`config.mk`:
```
export PLATFORM = sky130hd
export DESIGN_NAME = qracc_array_sequencer
export DESIGN_NICKNAME = d
export VERILOG_FILES = /design/src/rtl/qracc_array_sequencer.sv
export SDC_FILE = /design/constraint.sdc
export NUM_CORES = 2
export LEC_CHECK = 0
export BUFFER_PORTS_ARGS = -buffer_cell sky130_fd_sc_hd__buf_2
export CORE_AREA = 2 2 582 584
export CTS_CLUSTER_DIAMETER = 30
export DETAILED_ROUTE_END_ITERATION = 8
export DIE_AREA = 0 0 584 586
export SETUP_SLACK_MARGIN = 0.5
export SYNTH_ARGS = -nofsm -noshare
export SYNTH_HDL_FRONTEND = slang
export SYNTH_SLANG_ARGS = --single-unit
```
`constraint.sdc`:
```
create_clock -name clk -period 5.9 [get_ports clk]
set_clock_uncertainty 0.2 [all_clocks]
set_input_delay 0.59 -clock clk [delete_from_list [all_inputs] [get_ports clk]]
set_output_delay 0.59 -clock clk [all_outputs]
set_load 0.005 [all_outputs]
```
`src/rtl/qracc_array_sequencer.sv`:
```
`default_nettype none
// ============================================================================
// Module   : qracc_array_sequencer
// Purpose  : Cycle sequencer for the QR compute-in-memory macro. Expands
//            single-beat write/read/compute commands into timed control
//            phases for the switch matrix, SRAM and column ADCs, captures
//            sense-amp or thermometer ADC results, and returns them through
//            a valid/ready response port.
// Revision : 1.0 - initial release
// ----------------------------------------------------------------------------
// Ports
//   clk, nrst                     clock, asynchronous active-low reset
//   cmd_valid/cmd_ready           command handshake (ready only in IDLE)
//   cmd_mode                      00 write, 01 read, 10 compute, 11 illegal
//   cmd_addr, cmd_wdata, cmd_act  row address, write data, compute activations
//   rsp_valid/rsp_ready           response handshake
//   rsp_data, rsp_err, rsp_bubble response payload and status
//   vdr_sel, vss_sel, vrst_sel,wl row controls (+ *_selb complements)
//   pch, write, saen, nf, m2a, r2a SRAM / ADC strobes (+ nfb, m2ab, r2ab)
//   wr_data, csel                 column write data and column select
//   sa_out, adc_out               sense-amp and thermometer ADC results
// ============================================================================
module qracc_array_sequencer #(
  parameter int NUM_ROWS   = 128,
  parameter int NUM_COLS   = 32,
  parameter int COMP_COUNT = 7,
  parameter int ADC_BITS   = $clog2(COMP_COUNT + 1),
  parameter int T_RST      = 2,
  parameter int T_PCH      = 2,
  parameter int T_SETTLE   = 3
) (
  input  logic                           clk,
  input  logic                           nrst,
  input  logic                           cmd_valid,
  output logic                           cmd_ready,
  input  logic [1:0]                     cmd_mode,
  input  logic [$clog2(NUM_ROWS)-1:0]    cmd_addr,
  input  logic [NUM_COLS-1:0]            cmd_wdata,
  input  logic [NUM_ROWS-1:0]            cmd_act,
  output logic                           rsp_valid,
  input  logic                           rsp_ready,
  output logic [NUM_COLS*ADC_BITS-1:0]   rsp_data,
  output logic                           rsp_err,
  output logic                           rsp_bubble,
  output logic [NUM_ROWS-1:0]            vdr_sel,
  output logic [NUM_ROWS-1:0]            vss_sel,
  output logic [NUM_ROWS-1:0]            vrst_sel,
  output logic [NUM_ROWS-1:0]            wl,
  output logic [NUM_ROWS-1:0]            vdr_selb,
  output logic [NUM_ROWS-1:0]            vss_selb,
  output logic [NUM_ROWS-1:0]            vrst_selb,
  output logic                           pch,
  output logic                           write,
  output logic                           saen,
  output logic                           nf,
  output logic                           m2a,
  output logic                           r2a,
  output logic                           nfb,
  output logic                           m2ab,
  output logic                           r2ab,
  output logic [NUM_COLS-1:0]            wr_data,
  output logic [NUM_COLS-1:0]            csel,
  input  logic [NUM_COLS-1:0]            sa_out,
  input  logic [COMP_COUNT*NUM_COLS-1:0] adc_out
);

  localparam int RSP_W = NUM_COLS * ADC_BITS;
  localparam int CNT_W = 16;

  localparam logic [1:0] MODE_WRITE   = 2'b00;
  localparam logic [1:0] MODE_READ    = 2'b01;
  localparam logic [1:0] MODE_COMPUTE = 2'b10;
  localparam logic [1:0] MODE_ILLEGAL = 2'b11;

  typedef enum logic [3:0] {
    S_IDLE    = 4'd0,
    S_PCH     = 4'd1,
    S_WRITE   = 4'd2,
    S_WL      = 4'd3,
    S_SENSE   = 4'd4,
    S_RST     = 4'd5,
    S_DRIVE   = 4'd6,
    S_NF      = 4'd7,
    S_M2A     = 4'd8,
    S_R2A     = 4'd9,
    S_CAPTURE = 4'd10,
    S_RESP    = 4'd11
  } state_t;

  state_t                       state;
  logic [CNT_W-1:0]             cnt;
  logic [1:0]                   mode_q;
  logic [$clog2(NUM_ROWS)-1:0]  addr_q;
  logic [NUM_COLS-1:0]          data_q;
  logic [NUM_ROWS-1:0]          act_q;

  logic                         addr_oob;
  logic                         cmd_bad;
  logic [NUM_ROWS-1:0]          row_onehot;
  logic [RSP_W-1:0]             adc_bin;
  logic [NUM_COLS-1:0]          col_bubble;
  logic                         cnt_done;

  assign cmd_ready  = (state == S_IDLE);
  assign cnt_done   = (cnt == '0);
  assign addr_oob   = (32'(cmd_addr) >= 32'(NUM_ROWS));
  // Address range only matters for row-addressed commands; compute ignores it.
  assign cmd_bad    = (cmd_mode == MODE_ILLEGAL) || (!cmd_mode[1] && addr_oob);
  assign row_onehot = NUM_ROWS'(1) << addr_q;

  // Complements are taken straight off the true-polarity flops so the pair
  // can never disagree in any cycle, including during reset.
  assign vdr_selb  = ~vdr_sel;
  assign vss_selb  = ~vss_sel;
  assign vrst_selb = ~vrst_sel;
  assign nfb       = ~nf;
  assign m2ab      = ~m2a;
  assign r2ab      = ~r2a;

  // Thermometer-to-binary per column. A code is monotonic exactly when
  // code+1 is a power of two, i.e. code & (code+1) == 0.
  for (genvar c = 0; c < NUM_COLS; c++) begin : g_col
    logic [COMP_COUNT-1:0] therm;
    logic [COMP_COUNT:0]   therm_ext;
    logic [ADC_BITS-1:0]   ones;

    assign therm          = adc_out[c*COMP_COUNT +: COMP_COUNT];
    assign therm_ext      = {1'b0, therm};
    assign col_bubble[c]  = |(therm_ext & (therm_ext + (COMP_COUNT+1)'(1)));

    always_comb begin
      ones = '0;
      for (int i = 0; i < COMP_COUNT; i++) begin
        ones = ones + ADC_BITS'(therm[i]);
      end
    end

    assign adc_bin[c*ADC_BITS +: ADC_BITS] = ones;
  end

  // Outputs are loaded on the edge that enters a phase, so each strobe is
  // high for exactly the cycles its phase occupies.
  always_ff @(posedge clk or negedge nrst) begin
    if (!nrst) begin
      state      <= S_IDLE;
      cnt        <= '0;
      mode_q     <= '0;
      addr_q     <= '0;
      data_q     <= '0;
      act_q      <= '0;
      rsp_valid  <= 1'b0;
      rsp_data   <= '0;
      rsp_err    <= 1'b0;
      rsp_bubble <= 1'b0;
      vdr_sel    <= '0;
      vss_sel    <= '0;
      vrst_sel   <= '0;
      wl         <= '0;
      pch        <= 1'b0;
      write      <= 1'b0;
      saen       <= 1'b0;
      nf         <= 1'b0;
      m2a        <= 1'b0;
      r2a        <= 1'b0;
      wr_data    <= '0;
      csel       <= '0;
    end else begin
      case (state)
        S_IDLE: begin
          if (cmd_valid) begin
            mode_q <= cmd_mode;
            addr_q <= cmd_addr;
            data_q <= cmd_wdata;
            act_q  <= cmd_act;
            if (cmd_bad) begin
              state      <= S_RESP;
              rsp_valid  <= 1'b1;
              rsp_err    <= 1'b1;
              rsp_data   <= '0;
              rsp_bubble <= 1'b0;
            end else if (cmd_mode == MODE_COMPUTE) begin
              state    <= S_RST;
              cnt      <= CNT_W'(T_RST - 1);
              vrst_sel <= '1;
            end else begin
              state <= S_PCH;
              cnt   <= CNT_W'(T_PCH - 1);
              pch   <= 1'b1;
            end
          end
        end

        S_PCH: begin
          if (cnt_done) begin
            pch <= 1'b0;
            wl  <= row_onehot;
            cnt <= CNT_W'(T_SETTLE - 1);
            if (mode_q == MODE_WRITE) begin
              state   <= S_WRITE;
              write   <= 1'b1;
              wr_data <= data_q;
              csel    <= '1;
            end else begin
              state <= S_WL;
            end
          end else begin
            cnt <= cnt - CNT_W'(1);
          end
        end

        S_WRITE: begin
          if (cnt_done) begin
            state      <= S_RESP;
            wl         <= '0;
            write      <= 1'b0;
            wr_data    <= '0;
            csel       <= '0;
            rsp_valid  <= 1'b1;
            rsp_data   <= '0;
            rsp_err    <= 1'b0;
            rsp_bubble <= 1'b0;
          end else begin
            cnt <= cnt - CNT_W'(1);
          end
        end

        S_WL: begin
          if (cnt_done) begin
            state <= S_SENSE;
            wl    <= '0;
            saen  <= 1'b1;
          end else begin
            cnt <= cnt - CNT_W'(1);
          end
        end

        S_SENSE: begin
          state      <= S_RESP;
          saen       <= 1'b0;
          rsp_valid  <= 1'b1;
          rsp_data   <= RSP_W'(sa_out);
          rsp_err    <= 1'b0;
          rsp_bubble <= 1'b0;
        end

        S_RST: begin
          if (cnt_done) begin
            state    <= S_DRIVE;
            cnt      <= CNT_W'(T_SETTLE - 1);
            vrst_sel <= '0;
            vdr_sel  <= act_q;
            vss_sel  <= ~act_q;
          end else begin
            cnt <= cnt - CNT_W'(1);
          end
        end

        S_DRIVE: begin
          if (cnt_done) begin
            state <= S_NF;
            cnt   <= CNT_W'(T_SETTLE - 1);
            nf    <= 1'b1;
          end else begin
            cnt <= cnt - CNT_W'(1);
          end
        end

        S_NF: begin
          if (cnt_done) begin
            state <= S_M2A;
            cnt   <= CNT_W'(T_SETTLE - 1);
            nf    <= 1'b0;
            m2a   <= 1'b1;
          end else begin
            cnt <= cnt - CNT_W'(1);
          end
        end

        S_M2A: begin
          if (cnt_done) begin
            state <= S_R2A;
            cnt   <= CNT_W'(T_SETTLE - 1);
            m2a   <= 1'b0;
            r2a   <= 1'b1;
          end else begin
            cnt <= cnt - CNT_W'(1);
          end
        end

        S_R2A: begin
          if (cnt_done) begin
            state   <= S_CAPTURE;
            r2a     <= 1'b0;
            vdr_sel <= '0;
            vss_sel <= '0;
          end else begin
            cnt <= cnt - CNT_W'(1);
          end
        end

        S_CAPTURE: begin
          state      <= S_RESP;
          rsp_valid  <= 1'b1;
          rsp_data   <= adc_bin;
          rsp_err    <= 1'b0;
          rsp_bubble <= |col_bubble;
        end

        S_RESP: begin
          if (rsp_ready) begin
            state      <= S_IDLE;
            rsp_valid  <= 1'b0;
            rsp_data   <= '0;
            rsp_err    <= 1'b0;
            rsp_bubble <= 1'b0;
          end
        end

        default: state <= S_IDLE;
      endcase
    end
  end

endmodule
`default_nettype wire

```
==> results.yml <==
yosys:
  yosysTopAreaCell: "dfrtp_1"
  synth_fp_nets: 4334
  synth.top_cell.area_share: 0.4988
  synth-async-reset-ratio: 1.000
  syn-cell-area_um2: 35670
  synth_common_cells: "nand2_1, dfrtp_1, inv_1"
  ys_ff_latch: 711
  synthTopCellsByArea: "dfrtp_1, nand2_1, fa_1"
  synth_most_common_cell: "nand2_1"
  yosysWarningCount: 0
  yosysSeqAreaShare: 0.4988
  ys.flop_type: "dfrtp_1"
  synth.avg_cell_area_um2: 9.568
  synthCells: 3728
  synth-edff-count: 0
  synth_cell_types: 70
clocking:
  clk_latency_ns: 0.84
  post_cts_buffers: 0
  clockRootBuffer: "clkbuf_16"
  cts.htree.levels: 4
  cts_buffers: 194
  clk_pin_slew_ns: 0.04
  cts.sink_count: 711
  clk_path_buf_depth: 4
  cts_tree: "built"
timing:
  slew_viol_final: 0
  finalHoldViolCount: 0
  layout_min_cycle_time_ns: 3.844
  max_slew_margin: 0.1340
  finalSetupViolations: 0
  tns_ns: 0
  fin_crit_sh: 0.6515
  rsz0062_at_grt: "false"
  tightestPinTransition_ns: 1.294
  max_freq_mhz: 260.1
critical_path:
  start_kind: "flip-flop"
  path_class: "flip-flop to flip-flop"
  crit_slowest_cell: "dfrtp_1"
  cpPeakStageDelay_ns: 0.92
  crit_path_end_kind: "flip-flop"
  critPathArrivalTime_ns: 4.35
  cp_max_fo: 34
  cp.buffers_inverters: 3
  cp_top_family: "buffers and inverters"
  path_common_cell: "buf_4"
  cp.required_ns: 6.40
  worstPathCellList: "inv_1 -> nor2_1 -> nand2_2 -> buf_4 -> o21ai_4 -> buf_4 -> nand2_1 -> o21ai_0"
global_routing:
  use_met1: 0.1267
  grt_pass1_vias: 32090
  met2_usage: 0.2136
  grt_usage: 0.1232
  overflow: 0
  met3_usage: 0.05968
  antenna_found_initial: 83
  grt_max_degree: 256
  top_usage_layer: "met2"
  grt_pass1_wl_um: 286000
routing:
  wl_per_cell_um: 22.52
  drt-initial-drc-count: 2248
  antenna_left: 0
  drc: 0
  via_per_inst: 3.345
  vias: 32840
  drtPass1Iterations: 5
  drt-total-wl_um: 221100
pwr:
  swShare: 0.3757
  power_density_nw_per_um2: 502.3
  total_power_w: 0.02773
  clkPwrFrac: 0.394
  p_int_w: 0.01731
  leakage_nw: 26.60
  pwr-share-comb: 0.291
  p_sw_w: 0.01042
  seqPwrFrac: 0.315
  vdd_ir_drop_max_v: 0.0002781
floorplan:
  core_um2: 335800
  initial_core_util: 0.1062
  die_h_um: 586
  rows: 213
  chipWidth_um: 584
  die-area_um2: 342200
  ios: 1498
placed_design:
  dp_hpwl_um: 184900
  gp_congestion: 0.9509
  port_buffers: 1497
  placed_cells_incl_taps: 9230
outcome:
  outcome: "complete, no violations"
final_layout:
  post-route-util: 0.1644
  nets: 5829
  syn_to_final_growth_pct: 54.79
  finalNonFillerCells: 9818
  layout-drive-gt1-share: 0.3838
min_path:
  hold_path.class: "input port to flip-flop"
run:
  cap_violations: 0
-- area by class of cell --
type                    instances  area, µm²
clock buffers                 256       5470
well taps                    4407       5514
flip-flops and latches        711      17800
repair buffers               1749       9992
multi-input cells            2082      13220
diodes                         36      90.09
clock inverters                92       1310
fillers                     37700     280600
inverters                     485       1822
-- placed cells by master (no fill, tap or decap), types with 42 or more instances in the layout --
cell type      instances
buf_2               1496
nand2_1              951
inv_1                484
dlygate4sd3_1        204
nand3_1               42
ha_1                  49
nor2_1                97
o21ai_1               43
mux2_2               170
o21ai_0              337
fa_1                 128
dfrtp_1              710
clkbuf_16            196
-- repair_timing --
item                      CTS  global route
hold buffers              204             0
resized for setup           0             0
hold endpoints to repair  263             0
-- layer usage --
layer  routed length (µm)  vias to the layer above  share of wire
li1                     -                    14600              -
met1                76240                    16090           0.34
met2               108900                     1716           0.49
met3                26110                      385           0.12
met4                 9478                       48          0.043
met5                  329                        -         0.0015
-- kinds of logic after synthesis --
kind of cell	count (synthesis)	share of synthesized area
compound gates	534	0.08707
simple gates	1189	0.1357
fa+ha+maj	177	0.08903
mux	171	0.05395
buf+inv	935	0.1328
xor+xnor	11	0.002701
flops	711	0.4988
-- power groups by stage --
stage	Sequential, W	Clock, W	Combinational [W]
finish	0.00873	0.0109	0.00808
global route	0.00897	0.0114	0.00901
CTS	0.00881	0.0112	0.00827
detailed placement	0.00885	0	0.00812
global placement	0.00884	0	0.00806
floorplan	0.00757	0	0.00467
-- path summary, 6_finish.rpt --
path                                       startpoint                       end  slack, ns  cells after the start
worst max-delay path             state[1]$_DFFE_PN0P_  rsp_data[65]$_DFFE_PN0P_       2.06                      8
worst min-delay path                     adc_out[142]  rsp_data[60]$_DFFE_PN0P_       0.10                      4
worst max register to register   state[1]$_DFFE_PN0P_  rsp_data[65]$_DFFE_PN0P_       2.06                      8
worst min register to register  act_q[87]$_DFFE_PN0P_   vss_sel[87]$_DFFE_PN0P_       0.21                      1
max in group asynchronous                        nrst   vdr_sel[68]$_DFFE_PN0P_       3.73                      3
min in group asynchronous                        nrst  rsp_data[51]$_DFFE_PN0P_       0.13                      2
-- metrics by stage --
step	setup WS [ns]	instance area [µm²]	hold slack (ns)
2_1_floorplan	1.522	35670	0.09441
3_3_place_gp	1.952	46300	0.2583
3_5_place_dp	1.920	46300	0.2647
4_1_cts	1.986	55120	0.007331
5_1_grt	1.686	55160	0.07422
6_report	2.056	55210	0.1037
-- worst reg2reg max path, stage by stage (launching register included) --
cell	delay, ns
dfrtp_1	0.92
inv_1	0.34
nor2_1	0.48
nand2_2	0.08
buf_4	0.26
o21ai_4	0.78
buf_4	0.52
nand2_1	0.12
o21ai_0	0.09
-- sequential cells by signal (all words and copies together), names as in the netlist, 2 cells and up --
signal	flops
wl	128
cnt	16
data_q	32
state	4
vdr_sel	128
mode_q	2
vss_sel	128
addr_q	7
wr_data	32
rsp_data	96
act_q	128
No activity file was read; power rests on OpenSTA's default activity.
